### src/rtl/ps2_pkg.sv
// Shared types and constants for the PS/2 keyboard event path.
package ps2_pkg;

  localparam logic [7:0]  PS2_EXT       = 8'hE0;
  localparam logic [7:0]  PS2_BRK       = 8'hF0;
  localparam logic [7:0]  PS2_PAUSE     = 8'hE1;
  localparam int unsigned PS2_PAUSE_LEN = 7;
  localparam int unsigned SKIP_W        = 3;

  typedef struct packed {
    logic       brk;
    logic       ext;
    logic [7:0] code;
  } kbd_event_t;

  typedef enum logic [2:0] {
    ST_IDLE,
    ST_EXT,
    ST_BRK,
    ST_EXT_BRK,
    ST_PAUSE
  } kbd_state_t;

  // Keyboard protocol responses and fillers that never form a key event.
  function automatic logic is_discard(input logic [7:0] b);
    return (b == 8'h00) || (b == 8'hFF) || (b == 8'hFA) ||
           (b == 8'hAA) || (b == 8'hEE) || (b == 8'hFE);
  endfunction

endpackage

### src/rtl/sync_fifo.sv
// Single-clock first-word-fall-through FIFO; head is visible while non-empty.
module sync_fifo #(
  parameter int unsigned WIDTH = 8,
  parameter int unsigned DEPTH = 16
) (
  input  logic                       clk,
  input  logic                       rst,
  input  logic                       push_i,
  input  logic [WIDTH-1:0]           push_data_i,
  input  logic                       pop_i,
  output logic [WIDTH-1:0]           pop_data_o,
  output logic                       full_o,
  output logic                       empty_o,
  output logic [$clog2(DEPTH):0]     count_o
);

  localparam int unsigned PTR_W = $clog2(DEPTH);
  localparam int unsigned CNT_W = PTR_W + 1;

  logic [WIDTH-1:0] mem_q [DEPTH];
  logic [PTR_W-1:0] wr_ptr_q, wr_ptr_d;
  logic [PTR_W-1:0] rd_ptr_q, rd_ptr_d;
  logic [CNT_W-1:0] count_q, count_d;
  logic             wr_en;
  logic             rd_en;

  assign full_o     = (count_q == CNT_W'(DEPTH));
  assign empty_o    = (count_q == '0);
  assign count_o    = count_q;
  assign pop_data_o = empty_o ? '0 : mem_q[rd_ptr_q];

  // Pop only when occupied; a full FIFO still takes a push alongside a pop.
  always_comb begin
    rd_en    = pop_i && !empty_o;
    wr_en    = push_i && (!full_o || rd_en);
    wr_ptr_d = wr_ptr_q;
    rd_ptr_d = rd_ptr_q;
    count_d  = count_q;
    if (wr_en) wr_ptr_d = wr_ptr_q + PTR_W'(1);
    if (rd_en) rd_ptr_d = rd_ptr_q + PTR_W'(1);
    if (wr_en && !rd_en) count_d = count_q + CNT_W'(1);
    if (rd_en && !wr_en) count_d = count_q - CNT_W'(1);
  end

  // Pointer and occupancy registers.
  always_ff @(posedge clk or posedge rst) begin
    if (rst) begin
      wr_ptr_q <= '0;
      rd_ptr_q <= '0;
      count_q  <= '0;
    end else begin
      wr_ptr_q <= wr_ptr_d;
      rd_ptr_q <= rd_ptr_d;
      count_q  <= count_d;
    end
  end

  // Storage array; contents are only observed while non-empty.
  always_ff @(posedge clk) begin
    if (wr_en) mem_q[wr_ptr_q] <= push_data_i;
  end

endmodule

### src/rtl/ps2_kbd_queue.sv
// Collapses Set 2 scan-code bytes into key events and queues them for firmware.
module ps2_kbd_queue
  import ps2_pkg::*;
#(
  parameter int unsigned DEPTH = 16
) (
  input  logic                   clk,
  input  logic                   reset_i,
  input  logic [7:0]             ps2_code_i,
  input  logic                   ps2_strobe_i,
  input  logic                   ps2_err_i,
  input  logic                   rd_i,
  input  logic                   clr_flags_i,
  output logic [9:0]             data_o,
  output logic                   valid_o,
  output logic [$clog2(DEPTH):0] count_o,
  output logic                   overflow_o,
  output logic                   err_o
);

  kbd_state_t        state_q, state_d;
  logic [SKIP_W-1:0] skip_q, skip_d;
  logic              overflow_q, overflow_d;
  logic              err_q, err_d;
  logic              push;
  kbd_event_t        push_ev;
  logic              fifo_full;
  logic              fifo_empty;
  logic [9:0]        head;

  // Prefix decoder: advances on each byte strobe, an error pulse aborts it.
  always_comb begin
    state_d = state_q;
    skip_d  = skip_q;
    push    = 1'b0;
    push_ev = '0;
    if (ps2_err_i) begin
      state_d = ST_IDLE;
      skip_d  = '0;
    end else if (ps2_strobe_i) begin
      push_ev.code = ps2_code_i;
      unique case (state_q)
        ST_IDLE: begin
          if (ps2_code_i == PS2_EXT) begin
            state_d = ST_EXT;
          end else if (ps2_code_i == PS2_BRK) begin
            state_d = ST_BRK;
          end else if (ps2_code_i == PS2_PAUSE) begin
            state_d = ST_PAUSE;
            skip_d  = SKIP_W'(PS2_PAUSE_LEN);
          end else if (!is_discard(ps2_code_i)) begin
            push = 1'b1;
          end
        end
        ST_EXT: begin
          if (ps2_code_i == PS2_BRK) begin
            state_d = ST_EXT_BRK;
          end else if (ps2_code_i != PS2_EXT) begin
            push_ev.ext = 1'b1;
            push        = 1'b1;
            state_d     = ST_IDLE;
          end
        end
        ST_BRK: begin
          push_ev.brk = 1'b1;
          push        = 1'b1;
          state_d     = ST_IDLE;
        end
        ST_EXT_BRK: begin
          push_ev.brk = 1'b1;
          push_ev.ext = 1'b1;
          push        = 1'b1;
          state_d     = ST_IDLE;
        end
        ST_PAUSE: begin
          skip_d = skip_q - SKIP_W'(1);
          if (skip_q == SKIP_W'(1)) begin
            push_ev.ext  = 1'b1;
            push_ev.code = PS2_PAUSE;
            push         = 1'b1;
            state_d      = ST_IDLE;
          end
        end
        default: state_d = ST_IDLE;
      endcase
    end
  end

  // Sticky flags: clear first so a same-cycle set event wins.
  always_comb begin
    overflow_d = overflow_q;
    err_d      = err_q;
    if (clr_flags_i) begin
      overflow_d = 1'b0;
      err_d      = 1'b0;
    end
    if (push && fifo_full && !rd_i) overflow_d = 1'b1;
    if (ps2_err_i) err_d = 1'b1;
  end

  // Decoder and flag registers.
  always_ff @(posedge clk or posedge reset_i) begin
    if (reset_i) begin
      state_q    <= ST_IDLE;
      skip_q     <= '0;
      overflow_q <= 1'b0;
      err_q      <= 1'b0;
    end else begin
      state_q    <= state_d;
      skip_q     <= skip_d;
      overflow_q <= overflow_d;
      err_q      <= err_d;
    end
  end

  sync_fifo #(
    .WIDTH ($bits(kbd_event_t)),
    .DEPTH (DEPTH)
  ) u_fifo (
    .clk         (clk),
    .rst         (reset_i),
    .push_i      (push),
    .push_data_i (push_ev),
    .pop_i       (rd_i),
    .pop_data_o  (head),
    .full_o      (fifo_full),
    .empty_o     (fifo_empty),
    .count_o     (count_o)
  );

  assign data_o     = head;
  assign valid_o    = !fifo_empty;
  assign overflow_o = overflow_q;
  assign err_o      = err_q;

endmodule

### config.mk
export PLATFORM = sky130hd
export DESIGN_NAME = ps2_kbd_queue
export DESIGN_NICKNAME = d
export VERILOG_FILES = /design/src/rtl/ps2_pkg.sv /design/src/rtl/sync_fifo.sv /design/src/rtl/ps2_kbd_queue.sv
export SDC_FILE = /design/constraint.sdc
export NUM_CORES = 1
export LEC_CHECK = 0
export BUFFER_PORTS_ARGS = -buffer_cell sky130_fd_sc_hd__buf_4
export CAP_MARGIN = 5
export CORE_MARGIN = 2
export CORE_UTILIZATION = 65
export CTS_BUF_LIST = sky130_fd_sc_hd__clkbuf_16
export DETAILED_ROUTE_END_ITERATION = 7
export PLACE_DENSITY = 0.9
export SLEW_MARGIN = 20
export SYNTH_ARGS = -nofsm -noshare
export SYNTH_HDL_FRONTEND = slang
export SYNTH_SLANG_ARGS = --single-unit
### constraint.sdc
create_clock -name clk -period 4.9 [get_ports clk]
set_input_delay 0.98 -clock clk [delete_from_list [all_inputs] [get_ports clk]]
set_output_delay 0.98 -clock clk [all_outputs]
set_load 0.03 [all_outputs]
# After elaboration in Yosys (flattened, before gate mapping)
# Memories as Yosys holds them, arrays and structs flattened.
# Index checks and enable logic that the tools add are counted.
# totals
mem_bits_rw	160
wordCells	101
memories	1
ff_bits	21
output_inout_bits	18
# op_classes
reduce_logical	28
eq_ne	21
add_sub_neg	5
muxes	39
# mem_list
memory	depth	word_bits	read_ports	rd_clocked_by_memory_dff	write_ports	line	source
u_fifo.mem_q	16	10	1	0	1	sync_fifo.sv:20	logic [WIDTH-1:0] mem_q [DEPTH];
# ops
cell	n
$eq 8x8->1 const B	8
$mux 3	13
$mux 10	3
$mux 1	15
$ne 3x3->1 const B	4
$mux 5	2
$mux 9	1
$pmux 3 s3	1
$add 4x1->4 const B	2
$logic_not 8->1	1
$mux 8	1
$ne 8x8->1 const B	1
$reduce_bool 2->1	4
$eq 3x1->1 const B	2
$eq 3x2->1 const B	2
$logic_and 1x1->1	6
$logic_or 1x1->1	6
$pmux 3 s2	1
$add 5x1->5 const B	1
$eq 5x5->1 const B	1
$logic_not 1->1	5
$logic_not 5->1	1
$ne 5x5->1 const B	1
$reduce_and 5->1	1
other kinds (10)	10

# Depth between registers and ports, before layout
# Gate-level depths: netlist of run 1.
# logic_depth
ltp_word	17
mapped_depth	14

# Hierarchy
# From an unflattened synthesis of run 1, not the netlist that was laid out.
# hier_totals
hier_cells	438
hier_area_um2	7743.7
# modules_own_cells
module	area_each_um2	instances	cells_per_inst	seq_area_each_um2
sync_fifo	7064.3	1	348	5129.9
ps2_kbd_queue	679.4	1	90	200.2

# Least setup slack after synthesis of run 1
# No wires, ideal clock.
# synth_path
kind	input to register
startpoint	in ps2_code_i[0]
endpoint	mem u_fifo.mem_q[0][0] (netlist name) (enable)
t_arrival_ps	3345
required_time_ps	4493
path_slack_ps	1148
path_buffers	0
stages	6
cell_sequence	inv_1 > maj3_1 > nor3b_1 > o32ai_2 > nand2_2 > nor4b_1
# synth_between
elab_chain_cells	16
word_cells_on_any_way	27
cone_classes	9 x eq/ne; 11 x mux; 7 x reduce/logical
# synth_lines
item	line	source
start, declared	ps2_kbd_queue.sv:9	input logic [7:0] ps2_code_i,
$eq 8x8->1 / $logic_not 8->1 (equally long branches)	ps2_pkg.sv:26	return (b == 8'h00) || (b == 8'hFF) || (b == 8'hFA) ||
$logic_or 1x1->1 (3 in a row)	ps2_pkg.sv:26	
$logic_or 1x1->1 (2 in a row)	ps2_pkg.sv:27	(b == 8'hAA) || (b == 8'hEE) || (b == 8'hFE);
$mux 1	ps2_kbd_queue.sv:51	end else if (!is_discard(ps2_code_i)) begin
$mux 1	ps2_kbd_queue.sv:48	end else if (ps2_code_i == PS2_PAUSE) begin
$mux 1	ps2_kbd_queue.sv:46	end else if (ps2_code_i == PS2_BRK) begin
$mux 1	ps2_kbd_queue.sv:44	if (ps2_code_i == PS2_EXT) begin
$pmux 1 s4 (*)	ps2_kbd_queue.sv:42	unique case (state_q)
$mux 1 (*)	ps2_kbd_queue.sv:40	end else if (ps2_strobe_i) begin
$mux 1 (*)	ps2_kbd_queue.sv:37	if (ps2_err_i) begin
$logic_and 1x1->1 (*)	sync_fifo.sv:35	wr_en = push_i && (!full_o || rd_en);
$mux 1 (*)	sync_fifo.sv:60	if (wr_en) mem_q[wr_ptr_q] <= push_data_i;
$mux 1 (implied by the code) (*)	sync_fifo.sv:60	
end, declared	sync_fifo.sv:20	
# Every way passes the cells marked *; elsewhere a longest branch is shown, timed or not.

# Worst setup path in the final report of run 1
# layout_path
startpoint	reg u_fifo.rd_ptr_q[0]
endpoint	out data_o[8]
# layout_between
elab_chain_cells	2
# layout_lines
item	line	source
start, declared	sync_fifo.sv:22	logic [PTR_W-1:0] rd_ptr_q, rd_ptr_d;
start signal, assigned	sync_fifo.sv:53	rd_ptr_q <= rd_ptr_d;
$mem_v2 16x10	--	
$mux 10	sync_fifo.sv:30	assign pop_data_o = empty_o ? '0 : mem_q[rd_ptr_q];
end, declared	ps2_kbd_queue.sv:14	output logic [9:0] data_o,
# Every way passes these cells.

==> results.json, run 1 <==
{
  "status": "finished clean",
  "postCtsSetupBuffers": 0,
  "irDropWorstVdd_v": 0.000557,
  "cts_resized": 0,
  "dr.first_iter.drc_count": 409,
  "finClkSkew_ns": 0.00520,
  "synth_area_um2": 7690,
  "numCtsBuffers": 17,
  "cts_sinks": 181,
  "grt.overflow.total": 0,
  "post_drt_wl_per_cell_um": 26.0,
  "leakage_nw": 3.00,
  "relSlewSlack": 0.233,
  "grt_pass1_wl_mm": 24.9,
  "p_sw_frac": 0.309,
  "startpoint_type": "flip-flop",
  "grt_max_degree": 44,
  "critPathRequiredTime_ns": 3.92,
  "syn_inst": 428,
  "cp.arrival_ns": 3.05,
  "async_flop_share": 0.116,
  "cts_buffer_depth": 2,
  "worstMarginPinSlew_ns": 1.15,
  "die-area_um2": 12700,
  "cts_root_buffer": "clkbuf_16",
  "cts_tree": "done",
  "r2r_slack_ns": 1.54,
  "synthDistinctLibCells": 51,
  "h-tree-depth": 4,
  "p_seq_frac": 0.411,
  "pwr_density_cell_nw_per_um2": 561,
  "clkPwrFrac": 0.285,
  "p_switching_w": 0.00152,
  "hold_depth": 1,
  "ioPinCount": 32,
  "drv_slew": 0,
  "hold_buffers": 0,
  "track_usage": 0.274,
  "hold_end": "err_o$_DFFE_PP0P_",
  "r2r_cells": 7,
  "fin_nets": 492,
  "ys_ff_latch": 181,
  "r2r-start": "state_q[0]$_DFFE_PP0P_",
  "p_comb_frac": 0.305,
  "fin_tns_setup_ns": 0,
  "drt_wl_total_mm": 16.2,
  "die_y_um": 113,
  "dp_hpwl_mm": 9.77,
  "gp_congestion": 0.825,
  "rows": 39,
  "hold_start": "err_o$_DFFE_PP0P_",
  "diodes": 0,
  "via_per_inst": 6.72,
  "start_util": 0.671,
  "holdWs_ns": 0.496,
  "die_w_um": 113,
  "utilization": 0.763,
  "synth_edf_count": 160,
  "rr_endpoint": "u_fifo.mem_q[10][3]$_DFFE_PP_",
  "period_share": 0.822,
  "syn_avg_cell_area_um2": 18.0,
  "power_w": 0.00491,
  "intPower_w": 0.00339,
  "period_needed_ns": 4.03,
  "yosysSeqAreaShare": 0.693,
  "crit_type": "flip-flop to primary output",
  "setup_viol": 0,
  "antenna_found_initial": 0,
  "synth_fp_nets": 451,
  "hold_class": "flip-flop to flip-flop",
  "drive_above_1_share": 0.293,
  "max_freq_mhz": 248,
  "insertion_delay_ns": 0.42,
  "hold_violations": 0,
  "postPlaceCellArea_um2": 8130,
  "io_buffers": 31,
  "drt_drc_violations_left": 0,
  "syn_to_final_growth_pct": 13.8,
  "rsz0062_at_grt": "no",
  "first_pass_iters": 6,
  "clkTransAtPathRegs_ns": 0.06,
  "vias": 4199,
  "core_um2": 11500,
  "crit_fanout": 23,
  "synth_ff_type": "edfxtp_1",
  "cp-end-kind": "primary output",
  "drv_cap": 0,
  "fin_area_um2": 8750,
  "grt_pass1_vias": 4315,
  "yosys_warnings": 0,
  "postRouteAntennaNets": 0
}
[synth_stat cells (2+ instances only)]
cell      instances  share of area
inv_1            15         0.0073
nand3_1           9         0.0059
nor2_1           20         0.0098
or3_4             2         0.0029
o211ai_1          2         0.0020
or2_2             2         0.0016
and3_1           10         0.0081
clkbuf_1         15         0.0073
xnor2_1           7         0.0080
nand2_1          14         0.0068
nor4b_1           4         0.0046
buf_2             5         0.0033
o21ai_0           4         0.0026
a21oi_1           8         0.0052
nand4_1           3         0.0024
and2_1           13          0.011
nor3_1           10         0.0065
mux4_2           50           0.15
or4_1             2         0.0020
mux2i_1           5         0.0065
or3b_2            2         0.0023
nand3b_1          4         0.0039
nand2b_1          2         0.0016
nor2b_1           4         0.0033
edfxtp_1        160           0.62
dfrtp_1          21          0.068
mux2_2            2         0.0029
ha_1              8          0.013
nand4b_1          3         0.0034
[registers in the layout, summed over array words and instances (netlist names)]
signal and count:
skip_q 3, u_fifo.rd_ptr_q 4, overflow_o 1, u_fifo.wr_ptr_q 4
u_fifo.mem_q 160, u_fifo.count_o 5, state_q 3, err_o 1
[worst max-delay path by stage]
stage | startpoint | endpoint | slack (ns) | cells after the start
floorplan | ps2_code_i[0] | u_fifo.mem_q[0][0]$_DFFE_PP_ | 1.15 | 6
global placement | ps2_code_i[1] | u_fifo.count_o[4]$_DFFE_PP0P_ | 1.11 | 13
detailed placement | ps2_code_i[1] | u_fifo.count_o[4]$_DFFE_PP0P_ | 0.92 | 13
CTS | u_fifo.rd_ptr_q[0]$_DFFE_PP0P_ | data_o[8] | 0.80 | 5
global route | u_fifo.rd_ptr_q[0]$_DFFE_PP0P_ | data_o[8] | 0.69 | 5
finish | u_fifo.rd_ptr_q[0]$_DFFE_PP0P_ | data_o[8] | 0.87 | 5
[per-layer routing]
| layer | vias to the layer above | global-route usage | part of all wire | wire length (um) |
|---|---|---|---|---|
| met3 | 48 | 0.0600 | 0.068 | 1100 |
| met5 | - | 0 | 0 | 0 |
| met4 | 0 | 0.115 | 0.035 | 568 |
| li1 | 1796 | - | - | - |
| met2 | 230 | 0.447 | 0.50 | 8170 |
| met1 | 2125 | 0.365 | 0.39 | 6390 |
[worst max-delay path, stage by stage, from the launching register on]
cell and delay (ns):
dfrtp_2 0.85, buf_4 0.36, mux4_2 0.55, mux4_2 0.50, and2_1 0.18, buf_4 0.16
[power groups by stage]
| stage | logic [W] | registers [W] | clock network, W |
|---|---|---|---|
| 6_report | 0.00150 | 0.00202 | 0.00140 |
| 5_1_grt | 0.00159 | 0.00204 | 0.00147 |
| 4_1_cts | 0.00151 | 0.00202 | 0.00141 |
| 3_5_place_dp | 0.00150 | 0.00205 | 0 |
| 3_3_place_gp | 0.00145 | 0.00203 | 0 |
| 2_1_floorplan | 0.00116 | 0.00192 | 0 |
[layout make-up]
cell class	count	area, um2
clock buffer	17	425
clock inverter	15	189
fill	609	2710
inverter	15	56.3
multi-input combinational	210	2240
sequential	181	5330
tap	143	179
timing repair buffer	44	330
[cell usage in the layout, fill, tap and decap left out, types with 5 or more instances in the layout]
cell type / Yosys / final
and2_1: 13 / 13
a21oi_1: 8 / 7
nor3_1: 10 / 10
buf_4: 0 / 44
mux4_2: 50 / 50
nand3_1: 9 / 9
inv_1: 15 / 17
nor2_1: 20 / 18
xnor2_1: 7 / 7
clkbuf_16: 0 / 17
mux2i_1: 5 / 5
and3_1: 10 / 10
nand2_1: 14 / 14
dfrtp_1: 21 / 20
edfxtp_1: 160 / 160
ha_1: 8 / 8
[cell families (layout without fill, tap and decap cells)]
logic type / Yosys count / count (layout) / synth area share
simple gates: 109 / 109 / 0.0802
fa+ha+maj: 10 / 10 / 0.0169
flops: 181 / 181 / 0.693
buf+inv: 37 / 91 / 0.0198
xor+xnor: 7 / 7 / 0.00797
compound gates: 27 / 27 / 0.0262
mux: 57 / 57 / 0.156
[through the flow]
step,worst slack (ns),std cells
2_1_floorplan,1.15,428
3_3_place_gp,1.11,593
3_5_place_dp,0.924,593
4_1_cts,0.796,625
5_1_grt,0.686,625
6_report,0.873,625
No activity file was read; power rests on OpenSTA's default activity.
==> run 2, diff against run 1 <==
ABC_AREA = 1   (was unset)
CORE_UTILIZATION = 55   (was 65)
PLACE_DENSITY = 0.82   (was 0.9)
clock period = 3.5 ns   (was 4.9 ns; I/O delays follow)
==> run 2 against run 1 <==
  * Sequential share of layout area decreased by 2.9 points
  * Synthesized cell count increased by 60%
  * Largest cell class unchanged
  * Global-route usage decreased by 2.7 points
  * Cell area increased by 5.0%
  * Clock skew increased by 0.010 ns
  * Via count increased by 36%
  * Synthesized area increased by 3.6%
==> results.json, run 2 <==
{
  "status": "finished clean",
  "die_y_um": 124,
  "drv_cap": 0,
  "drt_wl_total_mm": 18.8,
  "largest_register_ffs": 160,
  "clkTransAtPathRegs_ns": 0.07,
  "synth_fp_nets": 707,
  "hold_violations": 0,
  "postRouteAntennaNets": 0,
  "setup_viol": 0,
  "io_buffers": 31,
  "grt_pass1_wl_mm": 29.5,
  "drt_drc_violations_left": 0,
  "layout_commonest_cell": "edfxtp_1",
  "vias": 5692,
  "cts_root_buffer": "clkbuf_16",
  "hold_class": "primary input to asynchronous set/reset pin",
  "syn_to_final_growth_pct": 15.4,
  "post_drt_wl_per_cell_um": 20.2,
  "die-area_um2": 15500,
  "place_ws_ns": 0.759,
  "rsz0062_at_grt": "no",
  "cp.arrival_ns": 2.61,
  "numCtsBuffers": 17,
  "layout_common_cells": "160 x edfxtp_1, 126 x nor2_1, 95 x o21ai_0",
  "yosys-top-cells-count": "160 x edfxtp_1, 127 x nor2_1, 95 x o21ai_0, 54 x nand2_1",
  "finClkSkew_ns": 0.0157,
  "ys_ff_latch": 181,
  "insertion_delay_ns": 0.44,
  "h-tree-depth": 4,
  "track_usage": 0.247,
  "core_um2": 14000,
  "synth_area_um2": 7970,
  "syn_avg_cell_area_um2": 11.6,
  "antenna_found_initial": 0,
  "cp-end-kind": "primary output",
  "rows": 43,
  "cts_buffer_depth": 2,
  "synth_top_area_share": 0.603,
  "pwr_density_cell_nw_per_um2": 821,
  "irDropWorstVdd_v": 0.000543,
  "dr.first_iter.drc_count": 924,
  "synthDistinctLibCells": 37,
  "grt_max_degree": 43,
  "rr_endpoint": "u_fifo.count_o[4]$_DFFE_PP0P_",
  "yosys_warnings": 0,
  "period_needed_ns": 3.31,
  "r2r-start": "skip_q[0]$_DFFE_PP0P_",
  "async_flop_share": 0.116,
  "die_w_um": 124,
  "via_per_inst": 6.12,
  "fin_ws_ns": 0.189,
  "max_freq_mhz": 302,
  "cts_tree": "done",
  "ioPinCount": 32,
  "first_pass_iters": 5,
  "start_util": 0.569,
  "synth_top_cell_by_area": "edfxtp_1",
  "final_cells": 930,
  "utilization": 0.657,
  "relSlewSlack": 0.403,
  "grt.overflow.total": 0,
  "gp_congestion": 0.859,
  "worstMarginPinSlew_ns": 0.895,
  "dp_hpwl_mm": 11.6,
  "diodes": 0,
  "crit_type": "flip-flop to primary output",
  "drv_slew": 0,
  "drive_above_1_share": 0.193,
  "leakage_nw": 3.44,
  "period_share": 0.946,
  "hold_buffers": 0,
  "fin_nets": 760,
  "largest-register": "u_fifo.mem_q",
  "critPathRequiredTime_ns": 2.80,
  "synth_edf_count": 160,
  "synth.area.top_cells": "edfxtp_1 60%, dfrtp_1 6.6%, nor2_1 6.0%, o21ai_0 6.0%, o221ai_1 3.3%",
  "syn_inst": 684,
  "synth_ff_type": "edfxtp_1",
  "yosysSeqAreaShare": 0.669,
  "r2r_cells": 16,
  "place_inst": 898,
  "cts_sinks": 181,
  "synth.most_common_cell": "edfxtp_1",
  "startpoint_type": "flip-flop",
  "crit_fanout": 27,
  "r2r_slack_ns": 1.22,
  "grt_pass1_vias": 5600,
  "holdWs_ns": 0.462,
  "fin_tns_setup_ns": 0
}
## run 2: cell count changes after synthesis, sizes merged, moves of 12 or more
cell | previous run | this run
o221ai | 0 | 30
mux4 | 50 | 0
clkbuf | 15 | 27
nor2 | 20 | 136
nand3 | 9 | 28
and2 | 13 | 0
nand2 | 15 | 74
o21ai | 4 | 97
inv | 15 | 44
## run 2: worst max path at each step
stage,startpoint,to,slack [ns]
2_1_floorplan,ps2_code_i[7],u_fifo.mem_q[15][0]$_DFFE_PP_,1.00
3_3_place_gp,ps2_err_i,u_fifo.count_o[3]$_DFFE_PP0P_,0.83
3_5_place_dp,u_fifo.rd_ptr_q[0]$_DFFE_PP0P_,data_o[0],0.76
4_1_cts,u_fifo.rd_ptr_q[0]$_DFFE_PP0P_,data_o[0],0.17
5_1_grt,u_fifo.rd_ptr_q[0]$_DFFE_PP0P_,data_o[0],0.1
6_report,u_fifo.rd_ptr_q[0]$_DFFE_PP0P_,data_o[0],0.19
## run 2: cells by family (layout without fill, tap and decap cells)
family,count (synthesis),in the layout,synth area share
compound gates,160,160,0.118
xor+xnor,7,7,0.00864
fa+ha+maj,9,9,0.0151
buf+inv,77,143,0.0375
flops,181,181,0.669
simple gates,250,250,0.151
## run 2: critical path, stage by stage (launching register included)
cell and delay (ns):
dfrtp_2 0.43, clkinv_2 0.31, buf_4 0.34, o21ai_0 0.22
o221ai_1 0.26, nand3_1 0.12, a21oi_1 0.27, buf_4 0.22
## run 2: per-stage QoR
stage	area (um2)	power, W
floorplan	7970	0.00460
global placement	8590	0.00541
detailed placement	8590	0.00556
CTS	9190	0.00752
global route	9190	0.00789
finish	9190	0.00755
## run 2: area by class of cell
cell class	count	area (um2)
Inverter	46	183
Sequential cell	181	5330
Fill cell	992	4800
Tap cell	180	225
Timing Repair Buffer	65	513
Clock buffer	17	425
Clock inverter	15	174
Multi-Input combinational cell	426	2340
## run 2: routing by layer
| metal | share of wire | vias up | wire length [um] | global-route usage |
|---|---|---|---|---|
| li1 | - | 2562 | - | - |
| met1 | 0.39 | 2760 | 7260 | 0.314 |
| met2 | 0.50 | 333 | 9490 | 0.419 |
| met3 | 0.085 | 37 | 1600 | 0.0498 |
| met4 | 0.024 | 0 | 451 | 0.0985 |
| met5 | 0 | - | 0 | 0 |
## run 2: timing repair
item / 4_1_cts / 5_1_grt
endpoints found under the setup margin: 0 / 1
gates resized for setup: 0 / 1
hold endpoints to repair: 0 / 0
buffers inserted: 0 / 0
## run 2: report_power, final
part / internal (W) / switching, W
sequential: 0.00252 / 0.000145
clock: 0.00113 / 0.000820
combinational: 0.000931 / 0.00201
total: 0.00458 / 0.00297
